===== src/rtl/booth_r8_digit_gen_if.sv =====
// Operand and digit-stream bundle between the radix-8 Booth digit generator and its neighbours.
// The slave modport is the generator's side; master is the driving/consuming side.
`timescale 1ns/1ps
interface booth_r8_digit_gen_if #(
  parameter int A_WIDTH    = 16,
  parameter int B_WIDTH    = 16,
  parameter int SIZE       = A_WIDTH + 2,
  parameter int NUM_DIGITS = (B_WIDTH + 3) / 3,
  parameter int IDX_W      = (NUM_DIGITS > 1) ? $clog2(NUM_DIGITS) : 1
);
  logic                      valid_i;
  logic                      ready_o;
  logic signed [A_WIDTH-1:0] a_i;
  logic signed [B_WIDTH-1:0] b_i;
  logic signed [SIZE-1:0]    mult_1_o;
  logic signed [SIZE-1:0]    mult_2_o;
  logic signed [SIZE-1:0]    mult_3_o;
  logic signed [SIZE-1:0]    mult_4_o;
  logic                      digit_valid_o;
  logic                      digit_ready_i;
  logic [3:0]                sel_o;
  logic [IDX_W-1:0]          digit_idx_o;
  logic                      last_o;

  modport master (
    output valid_i, a_i, b_i, digit_ready_i,
    input  ready_o, mult_1_o, mult_2_o, mult_3_o, mult_4_o,
    input  digit_valid_o, sel_o, digit_idx_o, last_o
  );

  modport slave (
    input  valid_i, a_i, b_i, digit_ready_i,
    output ready_o, mult_1_o, mult_2_o, mult_3_o, mult_4_o,
    output digit_valid_o, sel_o, digit_idx_o, last_o
  );
endinterface


===== src/rtl/booth_r8_digit_gen.sv =====
// Radix-8 Booth recoder: latches A multiples for the partial-product mux and streams one
// sign/magnitude digit of B per handshake, least-significant digit first.
//
// state | meaning
// ------+-----------------------------------------------------------------
// IDLE  | ready for operands; multiples from the previous product still held
// PREP  | form 3A from A and 2A
// EMIT  | present the current digit; advance on each downstream handshake
`timescale 1ns/1ps
module booth_r8_digit_gen #(
  parameter int A_WIDTH = 16,
  parameter int B_WIDTH = 16,
  parameter int SIZE    = A_WIDTH + 2
) (
  input logic                 clk_i,
  input logic                 rst_ni,
  booth_r8_digit_gen_if.slave bus
);

  localparam int NUM_DIGITS = (B_WIDTH + 3) / 3;
  localparam int IDX_W      = (NUM_DIGITS > 1) ? $clog2(NUM_DIGITS) : 1;
  localparam int SR_W       = 3 * NUM_DIGITS + 1;
  localparam logic [IDX_W-1:0] LAST_IDX = IDX_W'(NUM_DIGITS - 1);

  typedef enum logic [1:0] {
    IDLE = 2'd0,
    PREP = 2'd1,
    EMIT = 2'd2
  } state_e;

  state_e                 state_q, state_d;
  logic signed [SIZE-1:0] mult_1_q, mult_1_d;
  logic signed [SIZE-1:0] mult_2_q, mult_2_d;
  logic signed [SIZE-1:0] mult_3_q, mult_3_d;
  logic signed [SIZE-1:0] mult_4_q, mult_4_d;
  logic [SR_W-1:0]        b_sr_q, b_sr_d;
  logic [IDX_W-1:0]       idx_q, idx_d;

  logic [SIZE-1:0] a_ext;
  logic [SR_W-1:0] b_load;
  logic            last;
  logic            digit_valid;
  logic            ready;
  logic [2:0]      mag;
  logic            neg;

  assign a_ext  = {{(SIZE-A_WIDTH){bus.a_i[A_WIDTH-1]}}, bus.a_i};
  // Trailing zero is the implicit b[-1] bit of the first Booth window.
  assign b_load = {{(SR_W-1-B_WIDTH){bus.b_i[B_WIDTH-1]}}, bus.b_i, 1'b0};
  assign last   = (state_q == EMIT) && (idx_q == LAST_IDX);

  always_comb begin
    state_d     = state_q;
    mult_1_d    = mult_1_q;
    mult_2_d    = mult_2_q;
    mult_3_d    = mult_3_q;
    mult_4_d    = mult_4_q;
    b_sr_d      = b_sr_q;
    idx_d       = idx_q;
    ready       = 1'b0;
    digit_valid = 1'b0;
    case (state_q)
      IDLE: begin
        ready = 1'b1;
        if (bus.valid_i) begin
          mult_1_d = a_ext;
          mult_2_d = a_ext << 1;
          mult_4_d = a_ext << 2;
          b_sr_d   = b_load;
          idx_d    = '0;
          state_d  = PREP;
        end
      end
      PREP: begin
        mult_3_d = mult_1_q + mult_2_q;
        idx_d    = '0;
        state_d  = EMIT;
      end
      EMIT: begin
        digit_valid = 1'b1;
        if (bus.digit_ready_i) begin
          if (last) begin
            idx_d   = '0;
            state_d = IDLE;
          end else begin
            idx_d  = idx_q + IDX_W'(1);
            b_sr_d = {{3{b_sr_q[SR_W-1]}}, b_sr_q[SR_W-1:3]};
          end
        end
      end
      default: state_d = IDLE;
    endcase
  end

  // Window {x3,x2,x1,x0} -> d = -4*x3 + 2*x2 + x1 + x0, with both zero windows unsigned.
  always_comb begin
    mag = 3'd0;
    neg = 1'b0;
    case (b_sr_q[3:0])
      4'b0000, 4'b1111: begin mag = 3'd0; neg = 1'b0; end
      4'b0001, 4'b0010: begin mag = 3'd1; neg = 1'b0; end
      4'b0011, 4'b0100: begin mag = 3'd2; neg = 1'b0; end
      4'b0101, 4'b0110: begin mag = 3'd3; neg = 1'b0; end
      4'b0111:          begin mag = 3'd4; neg = 1'b0; end
      4'b1000:          begin mag = 3'd4; neg = 1'b1; end
      4'b1001, 4'b1010: begin mag = 3'd3; neg = 1'b1; end
      4'b1011, 4'b1100: begin mag = 3'd2; neg = 1'b1; end
      4'b1101, 4'b1110: begin mag = 3'd1; neg = 1'b1; end
      default:          begin mag = 3'd0; neg = 1'b0; end
    endcase
  end

  always_ff @(posedge clk_i or negedge rst_ni) begin
    if (!rst_ni) begin
      state_q  <= IDLE;
      mult_1_q <= '0;
      mult_2_q <= '0;
      mult_3_q <= '0;
      mult_4_q <= '0;
      b_sr_q   <= '0;
      idx_q    <= '0;
    end else begin
      state_q  <= state_d;
      mult_1_q <= mult_1_d;
      mult_2_q <= mult_2_d;
      mult_3_q <= mult_3_d;
      mult_4_q <= mult_4_d;
      b_sr_q   <= b_sr_d;
      idx_q    <= idx_d;
    end
  end

  assign bus.ready_o       = ready;
  assign bus.digit_valid_o = digit_valid;
  assign bus.sel_o         = (state_q == EMIT) ? {neg, mag} : 4'b0000;
  assign bus.digit_idx_o   = idx_q;
  assign bus.last_o        = last;
  assign bus.mult_1_o      = mult_1_q;
  assign bus.mult_2_o      = mult_2_q;
  assign bus.mult_3_o      = mult_3_q;
  assign bus.mult_4_o      = mult_4_q;

endmodule

===== src/flat_wrapper.sv =====
// flat-port wrapper written by rule: the top's interface ports become plain ports
module booth_r8_digit_gen_flat 
#(
  parameter int A_WIDTH = 16,
  parameter int B_WIDTH = 16,
  parameter int SIZE    = A_WIDTH + 2
)
  (clk_i, rst_ni, bus_valid_i, bus_a_i, bus_b_i, bus_digit_ready_i, bus_ready_o, bus_mult_1_o, bus_mult_2_o, bus_mult_3_o, bus_mult_4_o, bus_digit_valid_o, bus_sel_o, bus_digit_idx_o, bus_last_o);
  booth_r8_digit_gen_if #(.A_WIDTH(A_WIDTH), .B_WIDTH(B_WIDTH), .SIZE(SIZE)) bus_i ();
  input logic clk_i;
  input logic rst_ni;
  input wire logic [$bits(bus_i.valid_i)-1:0] bus_valid_i;
  input wire logic [$bits(bus_i.a_i)-1:0] bus_a_i;
  input wire logic [$bits(bus_i.b_i)-1:0] bus_b_i;
  input wire logic [$bits(bus_i.digit_ready_i)-1:0] bus_digit_ready_i;
  output wire logic [$bits(bus_i.ready_o)-1:0] bus_ready_o;
  output wire logic [$bits(bus_i.mult_1_o)-1:0] bus_mult_1_o;
  output wire logic [$bits(bus_i.mult_2_o)-1:0] bus_mult_2_o;
  output wire logic [$bits(bus_i.mult_3_o)-1:0] bus_mult_3_o;
  output wire logic [$bits(bus_i.mult_4_o)-1:0] bus_mult_4_o;
  output wire logic [$bits(bus_i.digit_valid_o)-1:0] bus_digit_valid_o;
  output wire logic [$bits(bus_i.sel_o)-1:0] bus_sel_o;
  output wire logic [$bits(bus_i.digit_idx_o)-1:0] bus_digit_idx_o;
  output wire logic [$bits(bus_i.last_o)-1:0] bus_last_o;
  assign bus_i.valid_i = bus_valid_i;
  assign bus_i.a_i = bus_a_i;
  assign bus_i.b_i = bus_b_i;
  assign bus_i.digit_ready_i = bus_digit_ready_i;
  assign bus_ready_o = bus_i.ready_o;
  assign bus_mult_1_o = bus_i.mult_1_o;
  assign bus_mult_2_o = bus_i.mult_2_o;
  assign bus_mult_3_o = bus_i.mult_3_o;
  assign bus_mult_4_o = bus_i.mult_4_o;
  assign bus_digit_valid_o = bus_i.digit_valid_o;
  assign bus_sel_o = bus_i.sel_o;
  assign bus_digit_idx_o = bus_i.digit_idx_o;
  assign bus_last_o = bus_i.last_o;
  booth_r8_digit_gen #(.A_WIDTH(A_WIDTH), .B_WIDTH(B_WIDTH), .SIZE(SIZE)) u_core (.clk_i(clk_i), .rst_ni(rst_ni), .bus(bus_i));
endmodule

===== config.mk =====
export PLATFORM = sky130hd
export DESIGN_NAME = booth_r8_digit_gen_flat
export DESIGN_NICKNAME = d
export VERILOG_FILES = /design/src/rtl/booth_r8_digit_gen_if.sv /design/src/rtl/booth_r8_digit_gen.sv /design/src/flat_wrapper.sv
export SDC_FILE = /design/constraint.sdc
export NUM_CORES = 1
export LEC_CHECK = 0
export CAP_MARGIN = 0
export CORE_AREA = 2 2 89 108
export DETAILED_ROUTE_END_ITERATION = 16
export DIE_AREA = 0 0 91 110
export HOLD_SLACK_MARGIN = 0.15
export PLACE_DENSITY = 0.72
export SETUP_SLACK_MARGIN = 0.05
export SLEW_MARGIN = 20
export SYNTH_ARGS = -nofsm -noshare
export SYNTH_HDL_FRONTEND = slang
export SYNTH_SLANG_ARGS = --single-unit

===== constraint.sdc =====
create_clock -name clk_i -period 5.3 [get_ports clk_i]
set_input_delay 0.53 -clock clk_i [delete_from_list [all_inputs] [get_ports clk_i]]
set_output_delay 0.53 -clock clk_i [all_outputs]
set_load 0.005 [all_outputs]

==> run summary, run 1 <==
hold crit path type -> in2async
Initial Utilization -> 39.5%
Fmax achieved -> 0.305 GHz
1st-pass router iterations -> 4
Peak VDD IR -> 0.000385 V
DP HPWL -> 5950 um
post-route insts no fill -> 582
area leader, netlist -> dfrtp_1
Final Hold Fails -> 0
Switching Share -> 40.4%
total track usage -> 17.2%
CTS root buffer -> clkbuf_8
Tot Pwr -> 3.28 mW
CTS H-tree lvls -> 3
DR iter-0 viols -> 127
asr flop ratio synth -> 100%
Post-CTS Resized -> 0
Placer Congestion -> 0.801
clock skew -> 0.00586 ns
WP data arrival -> 2.75 ns
wirelength, routed -> 8310 um
Clk pwr share -> 12.6%
global-route wire length before repair -> 13900 um
die area -> 10000 um^2
clock-pin slew on the worst setup and hold paths -> 0.07 ns
Placed Cells -> 567
CTS max path bufs -> 2
synth unique cells -> 52
final setup violation count -> 0
top cells by area, synth -> dfrtp_1 40%, buf_4 8.3%, ha_1 7.4%
P_int -> 1.95 mW
Setup Buffers After CTS -> 0
Psw -> 1.32 mW
vias in the first global route -> 3001
Mapped Cells -> 383
initial antenna violation count -> 0
unrepaired setup endpoints after global routing -> false
Die H -> 110 um
placed cell areas -> 4480 um^2
sequential share of the synthesized area -> 40.4%
Antenna Cells -> 0
Hold Buf Count CTS -> 0
Syn Std Cell Area -> 3530 um^2
Yosys warning total -> 0
Final Instance Area -> 4680 um^2
hold_ws -> 0.318 ns
most frequent cell after synthesis -> nand2_1
Worst-Skew Late Latency -> 0.33 ns
clock sinks -> 57
crit-path max FO -> 22
Power Density -> 701 nW/um^2
syn avg cell area -> 9.21 um^2
largest net degree at the start of global routing -> 58
top cell type's share of synthesized area -> 40.4%
Worst Path Required -> 4.77 ns
Synth Flop Type -> dfrtp_1
sequential power share -> 26.3%
Area growth syn-to-layout -> 32.5%
Placement Setup Slack -> 2.40 ns
transition time at the pin with the least slew margin -> 0.991 ns
EDFF count, synth -> 0
Period minus WS final -> 3.28 ns
Comb pwr share -> 61.1%
DRC viols -> 0
number of primary I/O pins -> 118
GRT overflow -> 0
Max Slew Vio Count -> 0
drt via density -> 5.09
WS Path Type -> reg2out
Synth Register Bits -> 57
Worst setup SP type -> flip-flop
Rel. slew slack -> 33.8%
nets -> 516
Max Cap Viol -> 0
CTS buffer count -> 9
Synth top cells by count -> 62 x nand2_1, 57 x dfrtp_1, 39 x buf_4
Final TNS setup -> 0 ns
Detail Route Antenna Nets -> 0
utilization after layout -> 52.3%
DR WL/cell -> 14.3 um
final worst-path setup slack -> 2.02 ns
Crit. End Element -> output pin
outcome -> complete, no violations
Die W -> 91 um
Final period util -> 61.9%
# port buffers -> 114
core box area -> 8940 um^2
leakage power -> 2.02 nW
TritonCTS clock tree -> built
layout cells sized above 1 -> 9.74%
via count -> 2965
row cnt -> 38
## cell type report
class	instances	area, um^2
inverter	10	42.5
fill	843	4260
clock buffer	12	155
sequential	57	1430
timing repair buffer	117	1160
multi-input combinational	263	1700
tap	120	150
clock inverter	3	40.0
## worst max-delay path, stage by stage, from the launching register on
cell and delay [ns]:
dfrtp_1 0.44, nand2b_1 0.53, inv_1 0.64, nand2_1 0.16
a21oi_1 0.14, clkdlybuf4s50_1 0.51
## power by group through the flow
stage	clock [mW]	combinational, mW	sequential, mW
floorplan	0	1.35	0.832
global placement	0	1.95	0.860
detailed placement	0	1.99	0.873
CTS	0.422	2.01	0.867
global route	0.448	2.21	0.906
finish	0.412	2.00	0.862
## per-layer routing
layer | routed length, um | part of all wire [%] | GRT usage [%] | vias up
met3 | 468 | 5.6 | 5.51 | 8
met1 | 3410 | 41 | 20.3 | 1440
met5 | 0 | 0 | 0 | -
met2 | 4360 | 53 | 30.7 | 80
met4 | 69 | 0.83 | 4.33 | 0
li1 | - | - | - | 1437
## layout by cell type, fill, tap and decap left out, types with 4 or more instances in the layout
cell type / count
a21oi_1: 22
o21ai_0: 13
nand2_1: 62
inv_1: 9
dfrtp_1: 57
a21o_1: 5
nor2_1: 29
and3_1: 4
nand3_1: 11
clkbuf_8: 11
and2_1: 4
clkdlybuf4s50_1: 113
nand2b_1: 4
ha_1: 21
mux2_2: 18
a31oi_1: 14
## worst paths after layout
path,start,to,slack [ns],cells past startpoint
hold reg to reg,u_core.bus.mult_3_o[17],u_core.bus.mult_3_o[17],0.48,2
min in group clk_i,u_core.bus.mult_3_o[17],u_core.bus.mult_3_o[17],0.48,2
hold / removal,rst_ni,u_core.bus.mult_1_o[6],0.32,2
setup / recovery,u_core.state_q[0],bus_sel_o[3],2.02,5
max in group asynchronous,rst_ni,u_core.bus.mult_1_o[2],4.46,2
setup reg to reg,u_core.state_q[0],u_core.bus.digit_idx_o[0],2.86,5
## sequential cells by signal, summed over array words and instances, names as in the netlist
signal	cells
u_core.b_sr_q	18
u_core.bus.digit_idx_o	3
u_core.bus.mult_3_o	18
u_core.bus.mult_1_o	16
u_core.state_q	2
## kinds of logic (layout without fill, tap and decap cells)
family                     Yosys count  count (layout)  share of synthesized area [%]
DFF                                 57              57                           40.4
and+or+nand+nor                    130             130                           16.4
other                                1               3                          0.106
muxes                               20              20                           6.31
buffers and inverters               65             142                           11.6
adders and majority gates           22              22                           8.01
AOI/OAI and AO/OA                   82              82                           15.6
xor gates and xnor gates             6               6                           1.49
(Power assumes the default switching activity.)
==> run 2: changes to the inputs <==
==> constraint.sdc (replaced) <==
create_clock -name clk_i -period 3.4 [get_ports clk_i]
set_input_delay 0.34 -clock clk_i [delete_from_list [all_inputs] [get_ports clk_i]]
set_output_delay 0.34 -clock clk_i [all_outputs]
set_load 0.005 [all_outputs]
==> run summary, run 2 (synthesis results as in run 1) <==
critical path's slowest cell -> clkdlybuf4s50_1
via count -> 2957
TritonCTS clock tree -> built
GRT overflow -> 0
hold depth -> 2
Max Cap Viol -> 0
hold crit path type -> reg2reg
nets -> 519
DR iter-0 viols -> 93
leading cell type in the layout, fill and taps excluded -> clkdlybuf4s50_1
Crit. End Element -> output pin
clock-pin slew on the worst setup and hold paths -> 0.07 ns
leakage power -> 2.04 nW
Rel. slew slack -> 37.5%
1st-pass router iterations -> 4
Power Density -> 1090 nW/um^2
layout cells sized above 1 -> 10.5%
initial antenna violation count -> 0
final setup violation count -> 0
Worst Setup SP -> u_core.state_q[0]
Final Instance Area -> 4700 um^2
# port buffers -> 114
outcome -> complete, no violations
utilization after layout -> 52.6%
total track usage -> 16.9%
Detail Route Antenna Nets -> 0
DP HPWL -> 6120 um
Final Hold Fails -> 0
Setup Buffers After CTS -> 0
clock skew -> 0.00656 ns
Area growth syn-to-layout -> 33.2%
row cnt -> 38
Die H -> 110 um
clock sinks -> 57
Placer Congestion -> 0.786
Fillers -> 837
wirelength, routed -> 8440 um
Worst-Skew Late Latency -> 0.34 ns
Worst Path Required -> 3.06 ns
Final period util -> 73.5%
post-route insts no fill -> 586
DR WL/cell -> 14.4 um
WP data arrival -> 2.16 ns
Period minus WS final -> 2.50 ns
Worst setup SP type -> flip-flop
Post-CTS Resized -> 0
Antenna Cells -> 0
path depth of the worst reg2reg path -> 7
Peak VDD IR -> 0.000536 V
transition time at the pin with the least slew margin -> 0.937 ns
Die W -> 91 um
most frequent cells in the layout -> 113 x clkdlybuf4s50_1, 62 x nand2_1, 57 x dfrtp_1
unrepaired setup endpoints after global routing -> false
Worst path max stage delay -> 0.51 ns
crit-path max FO -> 20
Worst Hold End -> u_core.bus.mult_3_o[1]
number of primary I/O pins -> 118
core box area -> 8940 um^2
DRC viols -> 0
Fmax achieved -> 0.400 GHz
Tot Pwr -> 5.12 mW
Final TNS setup -> 0 ns
critical-path cell list -> nand2b_1, inv_1, nand2_1, a21oi_1, clkdlybuf4s50_1
reg2reg end -> u_core.bus.mult_3_o[13]
CTS H-tree lvls -> 3
CTS buffer count -> 9
Placed Cells -> 569
CTS max path bufs -> 2
vias in the first global route -> 2940
die area -> 10000 um^2
Initial Utilization -> 39.5%
drt via density -> 5.05
placed cell areas -> 4500 um^2
reg-to-reg setup timing slack -> 1.18 ns
CTS root buffer -> clkbuf_8
WS Path Type -> reg2out
largest net degree at the start of global routing -> 37
Max Slew Vio Count -> 0
global-route wire length before repair -> 13600 um
beginning of the worst hold path -> u_core.bus.mult_3_o[1]
worst r2r src -> u_core.bus.mult_1_o[1]
run 2: stage by stage:
stage               hold slack [ns]  setup slack, ns
floorplan                    0.0444             1.46
global placement              0.335             1.25
detailed placement            0.351             1.22
CTS                           0.485            0.901
global route                  0.507            0.717
finish                        0.482            0.901
run 2: layer usage:
metal,vias to the layer above,wire length (um),track usage [%]
met5,-,0,0
met4,0,150,7.25
met3,14,382,2.92
met2,86,4280,29.7
met1,1416,3630,20.5
li1,1441,-,-
run 2: worst max-delay path by stage:
stage	slack, ns	to
floorplan	1.46	u_core.bus.mult_3_o[12]
CTS	0.90	bus_sel_o[3]
global placement	1.25	u_core.bus.mult_1_o[9]
global route	0.72	bus_sel_o[3]
finish	0.90	bus_sel_o[3]
detailed placement	1.22	u_core.bus.mult_3_o[13]
run 2: worst max-delay path: cells and delay by family (launching register included):
kind	cells	cell delay, ns
AOI/OAI and AO/OA	1	0.13
buffers and inverters	2	0.93
DFF	1	0.43
and+or+nand+nor	2	0.32
run 2: report_power, final:
group          leakage [nW]  total, mW  switching [mW]  internal (mW)
clock                 0.102      0.636           0.283          0.353
sequential            0.679       1.35           0.341           1.01
combinational          1.25       3.13            1.46           1.67
run 2: final cells by class:
| class | instances | area [um^2] | area share, % |
|---|---|---|---|
| Sequential cell | 57 | 1430 | 30.3 |
| Tap cell | 120 | 150 | 3.19 |
| Timing Repair Buffer | 120 | 1180 | 25.2 |
| Clock buffer | 10 | 138 | 2.93 |
| Inverter | 10 | 42.5 | 0.905 |
| Multi-Input combinational cell | 263 | 1700 | 36.2 |
| Clock inverter | 6 | 57.6 | 1.22 |
run 2: timing repair:
item / in CTS / in global routing
hold endpoints to repair: 21 / 0
hold buffers: 1 / 0
setup endpoints to repair: 0 / 0
==> run 3: changes to the inputs <==
==> constraint.sdc (replaced) <==
create_clock -name clk_i -period 2.45 [get_ports clk_i]
set_input_delay 0.245 -clock clk_i [delete_from_list [all_inputs] [get_ports clk_i]]
set_output_delay 0.245 -clock clk_i [all_outputs]
set_load 0.005 [all_outputs]
==> run summary, run 3 (synthesis results as in run 1) <==
number of primary I/O pins -> 118
post-route insts no fill -> 589
DR WL/cell -> 14.3 um
# port buffers -> 114
Die W -> 91 um
most frequent cells in the layout -> 113 x clkdlybuf4s50_1, 62 x nand2_1, 57 x dfrtp_1
wirelength, routed -> 8400 um
Period minus WS final -> 2.13 ns
Peak VDD IR -> 0.000790 V
DRC viols -> 0
placed cell areas -> 4530 um^2
Tot Pwr -> 7.25 mW
unrepaired setup endpoints after global routing -> false
largest net degree at the start of global routing -> 34
Placement Setup Slack -> 0.345 ns
Final period util -> 87.1%
Final TNS setup -> 0 ns
CTS H-tree lvls -> 3
Final Instance Area -> 4770 um^2
CTS max path bufs -> 2
row cnt -> 38
Placer Congestion -> 0.824
Detail Route Antenna Nets -> 0
clock-pin slew on the worst setup and hold paths -> 0.07 ns
TritonCTS clock tree -> built
vias in the first global route -> 2902
crit-path max FO -> 4
leakage power -> 2.07 nW
Max Slew Vio Count -> 0
core box area -> 8940 um^2
drt via density -> 5.06
CTS root buffer -> clkbuf_8
worst r2r src -> u_core.bus.mult_1_o[7]
Rel. slew slack -> 56.8%
Worst Setup SP -> u_core.b_sr_q[1]
FF+latch area -> 1430 um^2
Fmax achieved -> 0.468 GHz
leading cell type in the layout, fill and taps excluded -> clkdlybuf4s50_1
Die H -> 110 um
Worst path max stage delay -> 0.51 ns
clock sinks -> 57
hold_ws -> 0.466 ns
utilization after layout -> 53.4%
layout cells sized above 1 -> 11.1%
WS Path Type -> reg2out
Area growth syn-to-layout -> 35.2%
hold crit path type -> in2async
CP delay by family, top -> buffers and inverters
clock skew -> 0.00652 ns
critical-path cell list -> ha_1, a211oi_1, a21oi_1, nor2_1, clkdlybuf4s50_1
die area -> 10000 um^2
total track usage -> 17.2%
Worst Path Required -> 2.20 ns
Worst-Skew Late Latency -> 0.34 ns
CTS buffer count -> 9
initial antenna violation count -> 0
transition time at the pin with the least slew margin -> 0.649 ns
multi-input logic area -> 1700 um^2
outcome -> complete, no violations
Initial Utilization -> 39.5%
Crit. End Element -> output pin
global-route wire length before repair -> 13700 um
Fillers -> 871
WP data arrival -> 1.89 ns
1st-pass router iterations -> 4
final worst-path setup slack -> 0.315 ns
Final Hold Fails -> 0
GRT overflow -> 0
Antenna Cells -> 0
DR iter-0 viols -> 75
Max Cap Viol -> 0
Power Density -> 1520 nW/um^2
final setup violation count -> 0
Worst setup SP type -> flip-flop
critical path's slowest cell -> clkdlybuf4s50_1
DP HPWL -> 6120 um
Buf+Inv Stages, Crit Path -> 1
Placed Cells -> 572
via count -> 2981
nets -> 522
[run 3: changes by cell type in the layout (fill, tap and decap cells not counted)]
| cell | previous run | this run |
|---|---|---|
| buf_12 | 0 | 1 |
| buf_4 | 5 | 7 |
| bufinv_16 | 1 | 2 |
| clkbuf_8 | 10 | 11 |
| clkinv_2 | 4 | 2 |
[run 3: where the power goes]
part	internal [mW]	switching, mW
Sequential	1.41	0.459
Combinational	2.34	2.02
Clock	0.624	0.393
[run 3: what timing repair did]
action	in CTS	in global routing
hold buffers	1	0
endpoints found under the hold margin	25	0
resized for setup	0	0
endpoints found under the setup margin	0	0
buffers inserted	0	0
[run 3: path summary, 6_finish.rpt]
check	to	slack, ns	cells after the start
min in group clk_i	u_core.b_sr_q[7]	0.47	3
max in group asynchronous	u_core.bus.digit_idx_o[0]	1.38	3
worst min-delay path	u_core.bus.mult_1_o[8]	0.47	2
worst max register to register	u_core.bus.mult_3_o[13]	0.32	6
worst max-delay path	bus_sel_o[1]	0.32	5
worst min register to register	u_core.bus.mult_3_o[1]	0.48	2
[run 3: cell type report]
type	instances	share of cell area, %
clock buffers	11	3.17
repair buffers	123	25.6
flip-flops and latches	57	29.9
clock inverters	5	1.63
inverters	10	0.892
multi-input cells	263	35.7
well taps	120	3.15
[run 3: routing by layer]
layer  vias to the layer above  track usage (%)  share of wire (%)
met4                         0             5.63                1.1
met3                         9             4.89                6.5
li1                       1451                -                  -
met5                         -                0                  0
met1                      1412             19.6                 41
met2                       109             31.4                 52
